--- config.mk ---
export PLATFORM = sky130hd
export DESIGN_NAME = ifetch_unit_flat
export DESIGN_NICKNAME = d
export VERILOG_FILES = /design/src/rtl/ifetch_unit_pkg.sv /design/src/rtl/ifetch_unit_if.sv /design/src/rtl/ifetch_unit.sv /design/src/flat_wrapper.sv
export SDC_FILE = /design/constraint.sdc
export NUM_CORES = 1
export LEC_CHECK = 0
export CELL_PAD_IN_SITES_DETAIL_PLACEMENT = 2
export CELL_PAD_IN_SITES_GLOBAL_PLACEMENT = 2
export CORE_ASPECT_RATIO = 1.25
export CORE_MARGIN = 5
export CORE_UTILIZATION = 25
export DETAILED_ROUTE_END_ITERATION = 7
export GPL_ROUTABILITY_DRIVEN = 0
export GPL_TIMING_DRIVEN = 0
export HOLD_SLACK_MARGIN = 0.06
export PLACE_DENSITY_LB_ADDON = 0.1
export SKIP_CTS_REPAIR_TIMING = 1
export SLEW_MARGIN = 5
export SYNTH_ARGS = -nofsm -noshare
export SYNTH_HDL_FRONTEND = slang
export SYNTH_SLANG_ARGS = --single-unit
--- constraint.sdc ---
create_clock -name clk -period 2.3 [get_ports clk]
set_input_delay 0.345 -clock clk [delete_from_list [all_inputs] [get_ports clk]]
set_output_delay 0.345 -clock clk [all_outputs]
set_load 0.05 [all_outputs]
--- src/rtl/ifetch_unit_pkg.sv ---
// Shared fetch-stage encodings: FSM state values, reset PC and the canonical NOP.
// Imported by the fetch unit and by anything that needs to speak its encodings.
package ifetch_unit_pkg;

   typedef enum logic [1:0] {
      IF_S_REQ  = 2'd0,
      IF_S_WAIT = 2'd1,
      IF_S_OUT  = 2'd2
   } if_state_e;

   localparam logic [31:0] IF_RESET_PC = 32'h0000_0000;

   // Canonical addi x0,x0,0 for decode-side bubble insertion.
   localparam logic [31:0] INST_NOP = 32'h0000_0013;

   function automatic logic [31:0] align_pc(input logic [31:0] pc);
      return {pc[31:2], 2'b00};
   endfunction

endpackage

--- src/rtl/ifetch_unit_if.sv ---
// Instruction-memory request/response bus between the fetch unit (master)
// and the instruction memory (slave).
interface ifetch_unit_if;

   logic        imem_req_valid;
   logic        imem_req_ready;
   logic [31:0] imem_req_addr;
   logic        imem_rsp_valid;
   logic [31:0] imem_rsp_data;

   modport master (
      output imem_req_valid,
      output imem_req_addr,
      input  imem_req_ready,
      input  imem_rsp_valid,
      input  imem_rsp_data
   );

   modport slave (
      input  imem_req_valid,
      input  imem_req_addr,
      output imem_req_ready,
      output imem_rsp_valid,
      output imem_rsp_data
   );

endinterface

--- src/rtl/ifetch_unit.sv ---
// Instruction-fetch front end: owns the PC, keeps one imem request in flight,
// buffers one instruction for decode and squashes wrong-path fetches on redirect.
module ifetch_unit
   import ifetch_unit_pkg::*;
#(
   parameter logic [31:0] RESET_PC = IF_RESET_PC,
   parameter int unsigned PC_STEP  = 4
) (
   input  logic                clk,
   input  logic                rst,
   input  logic                redirect_valid,
   input  logic [31:0]         redirect_pc,
   ifetch_unit_if.master       imem,
   output logic                inst_valid,
   input  logic                inst_ready,
   output logic [31:0]         inst_pc,
   output logic [31:0]         inst_data,
   output logic                misalign_err,
   output logic [31:0]         fetch_count
);

   localparam logic [31:0] PC_INC = 32'(PC_STEP);

   if_state_e   state_q, state_d;
   logic [31:0] pc_q, pc_d;
   logic        discard_q, discard_d;
   logic        valid_q, valid_d;
   logic [31:0] ipc_q, ipc_d;
   logic [31:0] idata_q, idata_d;
   logic [31:0] count_q, count_d;
   logic        mis_q;
   logic [31:0] redirect_aligned;

   assign redirect_aligned = align_pc(redirect_pc);

   assign imem.imem_req_valid = (state_q == IF_S_REQ) && !rst;
   assign imem.imem_req_addr  = pc_q;

   assign inst_valid   = valid_q;
   assign inst_pc      = ipc_q;
   assign inst_data    = idata_q;
   assign misalign_err = mis_q;
   assign fetch_count  = count_q;

   always_comb begin
      // NOTE: every *_d gets its hold value first so no path through the case can infer a latch.
      state_d   = state_q;
      pc_d      = pc_q;
      discard_d = discard_q;
      valid_d   = valid_q;
      ipc_d     = ipc_q;
      idata_d   = idata_q;
      count_d   = count_q;

      unique case (state_q)
         IF_S_REQ: begin
            if (redirect_valid) begin
               pc_d = redirect_aligned;
               // The old address was taken this cycle; its data must be dropped.
               if (imem.imem_req_ready) begin
                  state_d   = IF_S_WAIT;
                  discard_d = 1'b1;
               end
            end else if (imem.imem_req_ready) begin
               state_d   = IF_S_WAIT;
               discard_d = 1'b0;
            end
         end

         IF_S_WAIT: begin
            if (imem.imem_rsp_valid) begin
               if (discard_q || redirect_valid) begin
                  discard_d = 1'b0;
                  state_d   = IF_S_REQ;
                  if (redirect_valid) pc_d = redirect_aligned;
               end else begin
                  idata_d = imem.imem_rsp_data;
                  ipc_d   = pc_q;
                  pc_d    = pc_q + PC_INC;
                  valid_d = 1'b1;
                  state_d = IF_S_OUT;
               end
            end else if (redirect_valid) begin
               pc_d      = redirect_aligned;
               discard_d = 1'b1;
            end
         end

         IF_S_OUT: begin
            // Redirect wins over a same-cycle decode handshake: the instruction is squashed.
            if (redirect_valid) begin
               valid_d = 1'b0;
               pc_d    = redirect_aligned;
               state_d = IF_S_REQ;
            end else if (inst_ready) begin
               valid_d = 1'b0;
               count_d = count_q + 32'd1;
               state_d = IF_S_REQ;
            end
         end

         default: state_d = IF_S_REQ;
      endcase
   end

   always_ff @(posedge clk) begin
      // NOTE: registered state uses non-blocking assignments so all flops update together.
      if (rst) begin
         state_q   <= IF_S_REQ;
         pc_q      <= RESET_PC;
         discard_q <= 1'b0;
         valid_q   <= 1'b0;
         ipc_q     <= 32'h0;
         idata_q   <= 32'h0;
         count_q   <= 32'h0;
         mis_q     <= 1'b0;
      end else begin
         state_q   <= state_d;
         pc_q      <= pc_d;
         discard_q <= discard_d;
         valid_q   <= valid_d;
         ipc_q     <= ipc_d;
         idata_q   <= idata_d;
         count_q   <= count_d;
         mis_q     <= redirect_valid && (redirect_pc[1:0] != 2'b00);
      end
   end

endmodule

--- src/flat_wrapper.sv ---
// flat-port wrapper written by rule: the top's interface ports become plain ports
module ifetch_unit_flat import ifetch_unit_pkg::*;
#(
   parameter logic [31:0] RESET_PC = IF_RESET_PC,
   parameter int unsigned PC_STEP  = 4
)
  (clk, rst, redirect_valid, redirect_pc, inst_valid, inst_ready, inst_pc, inst_data, misalign_err, fetch_count, imem_imem_req_valid, imem_imem_req_addr, imem_imem_req_ready, imem_imem_rsp_valid, imem_imem_rsp_data);
  ifetch_unit_if imem_i ();
  input  logic clk;
  input  logic rst;
  input  logic redirect_valid;
  input  logic [31:0] redirect_pc;
  output logic inst_valid;
  input  logic inst_ready;
  output logic [31:0] inst_pc;
  output logic [31:0] inst_data;
  output logic misalign_err;
  output logic [31:0] fetch_count;
  output wire logic [$bits(imem_i.imem_req_valid)-1:0] imem_imem_req_valid;
  output wire logic [$bits(imem_i.imem_req_addr)-1:0] imem_imem_req_addr;
  input wire logic [$bits(imem_i.imem_req_ready)-1:0] imem_imem_req_ready;
  input wire logic [$bits(imem_i.imem_rsp_valid)-1:0] imem_imem_rsp_valid;
  input wire logic [$bits(imem_i.imem_rsp_data)-1:0] imem_imem_rsp_data;
  assign imem_imem_req_valid = imem_i.imem_req_valid;
  assign imem_imem_req_addr = imem_i.imem_req_addr;
  assign imem_i.imem_req_ready = imem_imem_req_ready;
  assign imem_i.imem_rsp_valid = imem_imem_rsp_valid;
  assign imem_i.imem_rsp_data = imem_imem_rsp_data;
  ifetch_unit #(.RESET_PC(RESET_PC), .PC_STEP(PC_STEP)) u_core (.clk(clk), .rst(rst), .redirect_valid(redirect_valid), .redirect_pc(redirect_pc), .imem(imem_i), .inst_valid(inst_valid), .inst_ready(inst_ready), .inst_pc(inst_pc), .inst_data(inst_data), .misalign_err(misalign_err), .fetch_count(fetch_count));
endmodule
Word level (Yosys, flattened, before mapping)
Index checks and enable logic that the tools add are counted.
W data, S select, Z words.
{"block": "word_totals", "ram_bits": 0, "latch_bits": 0, "n_memories": 0, "input_bits": 70, "rom_bits": 0, "register_bits": 133}
{"block": "op_classes", "bitwise_logic": 2, "div_mod_pow": 0, "n_mul": 0, "n_mux": 22, "shifts": 0, "n_addsub": 2, "magnitude_cmp": 0, "n_reduce_logical": 15, "n_eq_ne": 8}
{"op": "$mux W32", "n": 3}
{"op": "$pmux W32 S2", "n": 1}
{"op": "$add A32 B1 Y32 const B", "n": 1}
{"op": "$add A32 B3 Y32 const B", "n": 1}
{"op": "$mux W1", "n": 10}
{"op": "$mux W2", "n": 5}
{"op": "$reduce_and A3 Y1", "n": 3}
{"op": "$reduce_and A4 Y1", "n": 2}
{"op": "$reduce_bool A2 Y1", "n": 4}
{"op": "$ne A2 B2 Y1 const B", "n": 3}
{"op": "$ne A3 B3 Y1 const B", "n": 2}
{"op": "$pmux W2 S3", "n": 1}
{"op": "$pmux W1 S2", "n": 2}
{"op": "$ne A3 B2 Y1 const B", "n": 1}
{"op": "$eq A2 B1 Y1 const B", "n": 1}
{"op": "$eq A2 B2 Y1 const B", "n": 1}
{"op": "$logic_and A1 B1 Y1", "n": 2}
{"op": "$logic_not A2 Y1", "n": 1}
{"op": "$not A1 Y1", "n": 2}
{"op": "$reduce_or A2 Y1", "n": 1}
{"op": "$logic_not A1 Y1", "n": 1}
{"op": "$logic_or A1 B1 Y1", "n": 1}

Depth between registers and ports, before layout
Gate-level depths: netlist (run 1).
{"block": "depth", "ltp_word": 4, "depth_mapped": 7, "mapped_depth_nobuf": 6}

Worst setup path before layout (run 1)
No wires, ideal clock.
{"block": "synth_timing", "path_type": "register -> register", "from": "reg u_core.pc_q[2] (netlist: u_core.imem.imem_req_addr[2])", "to": "reg u_core.pc_q[20] (netlist: u_core.imem.imem_req_addr[20])", "stages_incl_launch_ff": 7, "arrival_time_ns": 2.189, "slack_ns": 0.025, "path_buffers": 0, "path_cell_list": "dfxtp_1 ha_1 nand2_1 or4_4 nor4_2 o21ai_1 a221oi_2"}
{"block": "synth_between", "elab_chain_len": 4}
{"element": "from (decl)", "line": "ifetch_unit.sv:25", "source": "logic [31:0] pc_q, pc_d;"}
{"element": "from (signal assigned)", "line": "ifetch_unit.sv:119", "source": "pc_q <= pc_d;"}
{"element": "$add A32 B3 Y32", "line": "ifetch_unit.sv:79", "source": "pc_d = pc_q + PC_INC;"}
{"element": "$mux W32", "line": "ifetch_unit.sv:72", "source": "if (discard_q || redirect_valid) begin"}
{"element": "$mux W32", "line": "ifetch_unit.sv:71", "source": "if (imem.imem_rsp_valid) begin"}
{"element": "$pmux W32 S2", "line": "ifetch_unit.sv:55", "source": "unique case (state_q)"}
No other way between the ends.
A chain may end at the register's enable or synchronous reset.

Final worst setup path (run 1)
{"block": "layout_timing", "from": "reg u_core.pc_q[10] (netlist: u_core.imem.imem_req_addr[10])", "to": "out imem_imem_req_addr[10]"}
{"element": "to (decl)", "line": "flat_wrapper.sv:20", "source": "output wire logic [$bits(imem_i.imem_req_addr)-1:0] imem_imem_req_addr;"}
No word-level cell between the ends.

==> impl_metrics.tcl, run 1 <==
set metrics [dict create \
    routed_wl_um 26400 \
    via_count 6441 \
    crit_family "buffers and inverters" \
    io_buffers 199 \
    min_from "u_core.inst_data[7]$_SDFFE_PP0P_" \
    placed_area_sq_mm 0.00829 \
    startpoint "u_core.imem.imem_req_addr[10]$_SDFFE_PP0P_" \
    crit_slowest_cell "clkdlybuf4s50_1" \
    worst_slew_pin_slew_ps 965 \
    cp-end-kind "output pin" \
    min-delay-path-class "reg2reg" \
    cts_buffers 17 \
    drc 0 \
    synth_edf_count 0 \
    die_height_um 182 \
    regArea_sq_mm 0.00266 \
    grt_use_met2_pct 35.6 \
    antenna_found_initial 0 \
    cp_num_buf_inv 1 \
    grt_use_met3_pct 3.63 \
    power_mw 5.98 \
    start_kind "flop" \
    core_sq_mm 0.0236 \
    grt-ovfl-total 0 \
    synth_ff_type "dfxtp_1" \
    placed_cells 1236 \
    n_fill_cell 2696 \
    finalSetupViolCount 0 \
    cts_tree "yes" \
    status "finished clean" \
    grt_use_total_pct 19.5 \
    drv_cap 0 \
    die_w_um 148 \
    leakage_nw 2.92 \
    syn_area_sq_mm 0.00594 \
    grt_max_degree 17 \
    syn_avg_cell_area_sq_um 7.97 \
    pin_count 201 \
    drt_first_pass_iters 4 \
    fmax_mhz 445 \
    finalInstanceArea_sq_mm 0.00896 \
    hold_viol 0 \
    ctsLongestPathBuffers 2 \
    synth.net_count 817 \
    path_class "reg2out" \
    yosys_warnings 0 \
    powerDensity_mw_per_mm2 667 \
    multiInputGateArea_sq_mm 0.00306 \
    synthArstFlopShare_pct 0 \
    final_net_count 1036 \
    start_util_pct 25.2 \
    path_cells "clkdlybuf4s50_1" \
    drive_gt1_share_pct 8.19 \
    post_drt_wl_per_cell_um 20.8 \
    ant_nets 0 \
    synthMostInstantiatedCell "nand2_1" \
    finalNonFillerCells 1269 \
    yosys.area.top_type_share_pct 44.8 \
    synth_area_leader_cell "dfxtp_1" \
    cp.required_ps 1960 \
    holdWs_ps 454 \
    synth_commonest_cells "nand2_1 (156), dfxtp_1 (133), a21oi_1 (94)" \
    synth_cell_types 58 \
    place_ws_ps -744 \
    htree_levels 4 \
    grt_pass1_vias 6878 \
    ys_ff_latch 133 \
    insertion_delay_ps 420 \
    die_area_sq_mm 0.0269 \
    fin_crit_sh_pct 97.8 \
    r2r-start "u_core.imem.imem_req_addr[3]$_SDFFE_PP0P_" \
    grt_first_pass_wirelength_um 40600 \
    diodes 0 \
    area_delta_synth_final_pct 50.9 \
    drt-initial-drc-count 137 \
    slew_headroom_pct 35.0 \
    viasPerCell 5.08 \
    crit_path_max_fanout 7 \
    grt-busiest-layer "met2" \
    clock-sinks 133 \
    cts.clk_slew.worst_paths_ps 60 \
    final_max_slew_viol_count 0 \
    use_met1_pct 23.5 \
    synth_area_leaders "dfxtp_1 (45%), nand2_1 (9.9%), a21oi_1 (7.9%), nor2_1 (3.1%), o21ai_0 (2.8%)" \
    ys_seq_area_share_pct 44.8 \
    rows 63 \
    arrival_ps 1900 \
    cts_root_buffer "clkbuf_16" \
    hpwl_um 19500 \
    vdd_drop_max_mv 0.473 \
    finalClockSkew_ps 11.0 \
    fin_crit_ps 2250 \
    max_stage_delay_ps 890 \
    syn_inst 745 \
    fin_ws_ps 50.8 \
]
==> stage by stage <==
stage          setup TNS [ps]  util [%]
5_1_grt                 -2.51      38.0
4_1_cts                -10560      37.7
6_report                    0      38.0
3_5_place_dp           -48860      35.2
3_3_place_gp           -48260      35.2
2_1_floorplan               0         -
==> final timing paths <==
path                            slack, ps                                    endpoint  cells past startpoint
worst min register to register        450            u_core.inst_data[7]$_SDFFE_PP0P_                      2
worst max register to register         80  u_core.imem.imem_req_addr[22]$_SDFFE_PP0P_                      6
worst min-delay path                  450            u_core.inst_data[7]$_SDFFE_PP0P_                      2
worst max-delay path                   50                      imem_imem_req_addr[10]                      1
==> layer usage <==
layer | part of all wire (%) | wire, um
met1 | 43 | 11200
met2 | 53 | 13900
met3 | 3.7 | 973
met4 | 1.1 | 295
met5 | 0 | 0
==> cell families (layout without fill, tap and decap cells) <==
logic type | after synthesis | after routing | synth area share (%)
compound gates | 185 | 185 | 18.4
xor+xnor | 21 | 21 | 3.10
flops | 133 | 133 | 44.8
buf+inv | 66 | 298 | 4.45
fa+ha+maj | 2 | 2 | 0.421
mux | 3 | 3 | 0.506
simple gates | 335 | 335 | 28.3
==> tightest hold or removal path, stage by stage (launching register included) <==
cell and delay (ps):
dfxtp_1 310, nand2_1 50, a21oi_1 50
==> area by class of cell <==
cell class | count | area share, %
buffer | 50 | 2.53
clock buffer | 20 | 5.10
clock inverter | 12 | 1.44
inverter | 16 | 0.670
multi-input combinational | 546 | 34.1
sequential | 133 | 29.7
tap | 292 | 4.08
timing repair buffer | 200 | 22.3
==> registers in the layout (all words and copies together) (netlist names) <==
| register | cells |
|---|---|
| u_core.inst_valid | 1 |
| u_core.imem.imem_req_addr | 32 |
| u_core.inst_data | 32 |
| u_core.inst_pc | 32 |
| u_core.discard_q | 1 |
| u_core.fetch_count | 32 |
| u_core.state_q | 2 |
| u_core.misalign_err | 1 |
==> cells in the final DEF (no fill, tap or decap), types with 6 or more instances in the layout <==
cell / n
and3_1: 6
or3_1: 14
inv_1: 15
o21ai_0: 33
nor3_1: 26
a21oi_1: 93
dfxtp_1: 132
clkbuf_2: 11
nor4_1: 9
nand4_1: 14
a211oi_1: 16
xnor2_1: 16
clkbuf_16: 17
clkdlybuf4s50_1: 198
nand2_1: 156
nand3_1: 22
clkbuf_1: 28
nor2_1: 46
==> report_power, final <==
group | total [mW] | internal, mW | switching [mW] | leakage [nW]
Combinational | 0.742 | 0.282 | 0.460 | 1.56
Sequential | 2.46 | 2.36 | 0.0981 | 1.08
Clock | 2.77 | 1.65 | 1.12 | 0.282
No activity file was read; power rests on OpenSTA's default activity.
==> run 2, diff against run 1 <==
--- a/config.mk
+++ b/config.mk
@@ -10,9 +10,9 @@
 export CORE_ASPECT_RATIO = 1.25
 export CORE_MARGIN = 5
 export CORE_UTILIZATION = 25
+export CTS_CLUSTER_SIZE = 28
 export DETAILED_ROUTE_END_ITERATION = 7
 export GPL_ROUTABILITY_DRIVEN = 0
-export GPL_TIMING_DRIVEN = 0
 export HOLD_SLACK_MARGIN = 0.06
 export PLACE_DENSITY_LB_ADDON = 0.1
 export SKIP_CTS_REPAIR_TIMING = 1
==> run 2 against run 1 <==
  * Global-route usage decreased by 0.28 points
  * Combinational power increased by 7.3%
  * Critical path type unchanged
  * Sequential power about the same
  * Worst setup slack improved by 51 ps
  * Via count increased by 0.23%
  * Maximum frequency increased by 2.3%
  * Total power increased by 3.0%
  * First-iteration DRC count increased by 28%
  * Flip-flop and latch count unchanged
  * Clock skew increased by 1.7 ps
  * Register-to-register slack improved by 120 ps
  * Hold slack got worse by 180 ps
==> impl_metrics.tcl, run 2 (synthesized netlist as in run 1, its figures left out) <==
set metrics [dict create \
    htree_levels 4 \
    drt_first_pass_iters 4 \
    pin_count 201 \
    cp.required_ps 1960 \
    antenna_found_initial 3 \
    post_drt_wl_per_cell_um 20.2 \
    path_class "reg2out" \
    crit_family "buffers and inverters" \
    die_height_um 182 \
    placed_area_sq_mm 0.00861 \
    drive_gt1_share_pct 11.7 \
    via_count 6456 \
    final_common_cell "clkdlybuf4s50_1" \
    placed_cells 1247 \
    start_kind "flop" \
    finalNonFillerCells 1281 \
    drc 0 \
    hpwl_um 19700 \
    rsz0062_at_grt "no" \
    fmax_mhz 455 \
    rows 63 \
    max_stage_delay_ps 900 \
    hold_viol 0 \
    final_util_pct 39.2 \
    critical_path_depth 1 \
    status "finished clean" \
    leakage_nw 3.12 \
    area_delta_synth_final_pct 55.6 \
    path_cells "clkdlybuf4s50_1" \
    worst_slew_pin_slew_ps 918 \
    powerDensity_mw_per_mm2 666 \
    final_max_slew_viol_count 0 \
    core_sq_mm 0.0236 \
    clock-sinks 133 \
    ant_nets 0 \
    slew_headroom_pct 38.8 \
    viasPerCell 5.04 \
    cp_num_buf_inv 1 \
    most-common-layout-cells "clkdlybuf4s50_1 (197), nand2_1 (156), dfxtp_1 (133), a21oi_1 (94), buf_4 (58)" \
    die_area_sq_mm 0.0269 \
    cp-end-kind "output pin" \
    crit_slowest_cell "clkdlybuf4s50_1" \
    drv_cap 0 \
    routed_wl_um 25900 \
    start_util_pct 25.2 \
    min-delay-path-class "in2reg" \
    final_net_count 1046 \
    finalInstanceArea_sq_mm 0.00924 \
    min_path_cells 2 \
    grt_first_pass_wirelength_um 41100 \
    fin_crit_ps 2200 \
    ctsLongestPathBuffers 2 \
    fin_crit_sh_pct 95.6 \
    finalClockSkew_ps 12.7 \
    insertion_delay_ps 420 \
    grt_max_degree 79 \
    io_buffers 200 \
    drt-initial-drc-count 175 \
    arrival_ps 1850 \
    crit_path_max_fanout 9 \
    cts_tree "yes" \
    r2r_cells 5 \
    die_w_um 148 \
    cts_buffers 17 \
    grt-ovfl-total 0 \
    vdd_drop_max_mv 0.466 \
    grt_pass1_vias 7247 \
    grt_use_total_pct 19.2 \
    cts_root_buffer "clkbuf_16" \
    cts.clk_slew.worst_paths_ps 60 \
    finalSetupViolCount 0 \
    tns_ps 0 \
    n_fill_cell 2625 \
]
[run 2: power breakdown]
| group | leakage (nW) | switching (mW) | internal (mW) |
|---|---|---|---|
| combinational | 1.75 | 0.472 | 0.324 |
| clock | 0.296 | 1.14 | 1.79 |
| sequential | 1.08 | 0.0746 | 2.36 |
| total | 3.12 | 1.68 | 4.47 |
[run 2: per-layer routing]
metal,global-route usage [%],part of all wire (%)
met5,0,0.027
met4,5.51,1.4
met3,3.80,3.0
met2,36.2,55
met1,21.7,41
[run 2: path summary, 6_finish.rpt]
path,from,endpoint,slack [ps]
worst max-delay path,u_core.imem.imem_req_addr[23]$_SDFFE_PP0P_,imem_imem_req_addr[23],100
worst min register to register,u_core.inst_pc[8]$_SDFFE_PP0P_,u_core.inst_pc[8]$_SDFFE_PP0P_,450
worst max register to register,u_core.fetch_count[12]$_SDFFE_PP0P_,u_core.fetch_count[31]$_SDFFE_PP0P_,200
worst min-delay path,rst,u_core.imem.imem_req_addr[3]$_SDFFE_PP0P_,280
[run 2: area by class of cell]
class | instances | area [sq um] | share of cell area, %
antenna | 2 | 5.00 | 0.0542
inverter | 16 | 60.1 | 0.650
timing repair buffer | 260 | 2500 | 27.1
tap | 292 | 365 | 3.96
clock buffer | 20 | 457 | 4.94
sequential | 133 | 2660 | 28.8
clock inverter | 12 | 168 | 1.81
multi-input combinational | 546 | 3020 | 32.7
[run 2: stage by stage]
step / power [mW] / hold WS, ps / worst slack, ps
2_1_floorplan: 2.87 / 481 / 25.1
3_3_place_gp: 3.27 / 440 / -4.77
3_5_place_dp: 3.29 / 448 / -79.5
4_1_cts: 6.24 / 268 / 34.3
5_1_grt: 6.39 / 298 / 23.4
6_report: 6.16 / 277 / 102
==> run 3, diff against run 2 <==
--- a/config.mk
+++ b/config.mk
@@ -5,11 +5,11 @@
 export SDC_FILE = /design/constraint.sdc
 export NUM_CORES = 1
 export LEC_CHECK = 0
-export CELL_PAD_IN_SITES_DETAIL_PLACEMENT = 2
-export CELL_PAD_IN_SITES_GLOBAL_PLACEMENT = 2
+export CELL_PAD_IN_SITES_DETAIL_PLACEMENT = 0
+export CELL_PAD_IN_SITES_GLOBAL_PLACEMENT = 1
 export CORE_ASPECT_RATIO = 1.25
 export CORE_MARGIN = 5
-export CORE_UTILIZATION = 25
+export CORE_UTILIZATION = 30
 export CTS_CLUSTER_SIZE = 28
 export DETAILED_ROUTE_END_ITERATION = 7
 export GPL_ROUTABILITY_DRIVEN = 0
==> run 3 against run 2 <==
  * Total power fell by 5.8%
  * Count of clock-buffer cells in the layout fell by 2
  * Routed wire length fell by 17%
  * Worst setup slack got worse by 32 ps
  * Via count fell by 2.2%
  * Flip-flop and latch count did not move
  * Design area fell by 2.3%
  * Maximum frequency fell by 1.4%
  * Sequential share of layout area rose by 0.67 points
  * Clock skew fell by 1.9 ps
  * Sequential power barely moved
  * Non-clock buffer count fell by 12
  * Highest routed layer is now met4
==> impl_metrics.tcl, run 3 (synthesized netlist as in run 1, its figures left out) <==
set metrics [dict create \
    switchingPower_mw 1.62 \
    intPower_mw 4.17 \
    grt_use_total_pct 18.7 \
    grt-busiest-layer "met2" \
    post_drt_wl_per_cell_um 17.4 \
    max_stage_delay_ps 890 \
    hpwl_um 15900 \
    start_kind "flop" \
    final_common_cell "clkdlybuf4s50_1" \
    tns_ps 0 \
    cts.clk_slew.worst_paths_ps 60 \
    final_util_pct 46.4 \
    use_met1_pct 22.9 \
    fin_crit_ps 2230 \
    drc 0 \
    worst_slew_pin_slew_ps 630 \
    cts_tree "yes" \
    cp.required_ps 1960 \
    drt-initial-drc-count 285 \
    slew_headroom_pct 57.6 \
    arrival_ps 1890 \
    grt_first_pass_wirelength_um 33600 \
    cts_root_buffer "clkbuf_16" \
    min-delay-path-class "in2reg" \
    rows 57 \
    cp_num_buf_inv 1 \
    grt_use_met3_pct 4.59 \
    finalNonFillerCells 1240 \
    placed_area_sq_mm 0.00847 \
    n_fill_cell 1936 \
    crit_family "buffers and inverters" \
    area_delta_synth_final_pct 52.1 \
    fin_crit_sh_pct 97.0 \
    routed_wl_um 21600 \
    htree_levels 4 \
    rsz0062_at_grt "no" \
    core_sq_mm 0.0195 \
    finalSetupViolCount 0 \
    place_ws_ps 70.6 \
    grt-ovfl-total 0 \
    hold_viol 0 \
    grt_use_met2_pct 32.2 \
    grt_pass1_vias 6076 \
    grt_max_degree 58 \
    drive_gt1_share_pct 10.6 \
    ctsLongestPathBuffers 2 \
    finalInstanceArea_sq_mm 0.00903 \
    diodes 0 \
    placed_cells 1208 \
    swShare_pct 28.0 \
    clkPwrFrac_pct 44.8 \
    drt_first_pass_iters 5 \
    viasPerCell 5.09 \
    p_comb_share_pct 13.1 \
    io_buffers 200 \
    die_area_sq_mm 0.0227 \
    ant_nets 0 \
    finalClockSkew_ps 10.8 \
    insertion_delay_ps 420 \
    die_height_um 167 \
    status "finished clean" \
    cp-end-kind "output pin" \
    crit_slowest_cell "clkdlybuf4s50_1" \
    fin_ws_ps 69.8 \
    drv_cap 0 \
    path_cells "clkdlybuf4s50_1" \
    clock-sinks 133 \
    fmax_mhz 448 \
    path_class "reg2out" \
    pin_count 201 \
    seqPwrFrac_pct 42.1 \
    vdd_drop_max_mv 0.455 \
    cts_buffers 17 \
    leakage_nw 3.00 \
    crit_path_max_fanout 8 \
    most-common-layout-cells "clkdlybuf4s50_1 (198), nand2_1 (156), dfxtp_1 (133), a21oi_1 (94), nor2_1 (48)" \
    antenna_found_initial 0 \
    final_max_slew_viol_count 0 \
    final_net_count 1034 \
    die_w_um 136 \
    start_util_pct 30.5 \
    via_count 6312 \
    powerDensity_mw_per_mm2 642 \
]
[run 3: cell count changes in the layout (fill, tap and decap cells not counted), moves of 2 or more]
cell,change
buf_4,-11
clkinv_2,+3
bufinv_16,-2
clkbuf_8,-2
clkinvlp_4,+2
diode_2,-2
[run 3: area by class of cell]
class,count,area (sq um),share of cell area (%)
inverter,16,60.1,0.665
clock buffer,18,429,4.75
timing repair buffer,248,2390,26.5
clock inverter,14,129,1.43
sequential,133,2660,29.5
multi-input combinational,546,3020,33.5
tap,265,332,3.67
[run 3: worst paths after layout]
kind,slack [ps],startpoint,cells after the start,endpoint
setup / recovery,70,u_core.imem.imem_req_addr[20]$_SDFFE_PP0P_,1,imem_imem_req_addr[20]
hold / removal,350,rst,2,u_core.inst_pc[30]$_SDFFE_PP0P_
setup reg to reg,180,u_core.imem.imem_req_addr[11]$_SDFFE_PP0P_,6,u_core.imem.imem_req_addr[20]$_SDFFE_PP0P_
hold reg to reg,450,u_core.inst_data[6]$_SDFFE_PP0P_,2,u_core.inst_data[6]$_SDFFE_PP0P_
[run 3: layer usage]
layer | part of all wire (%) | routed length, um
met1 | 41 | 8820
met2 | 51 | 11000
met3 | 6.4 | 1380
met4 | 1.6 | 349
met5 | 0 | 0
[run 3: metrics by stage]
stage	hold slack (ps)	power, mW
floorplan	481	2.87
global placement	442	3.25
detailed placement	448	3.25
CTS	331	5.87
global route	361	6.01
finish	347	5.80
[run 3: power groups by stage]
stage	logic (mW)	clock network [mW]	registers [mW]
floorplan	0.201	0	2.67
global placement	0.759	0	2.49
detailed placement	0.760	0	2.49
CTS	0.763	2.67	2.44
global route	0.805	2.76	2.45
finish	0.759	2.60	2.44
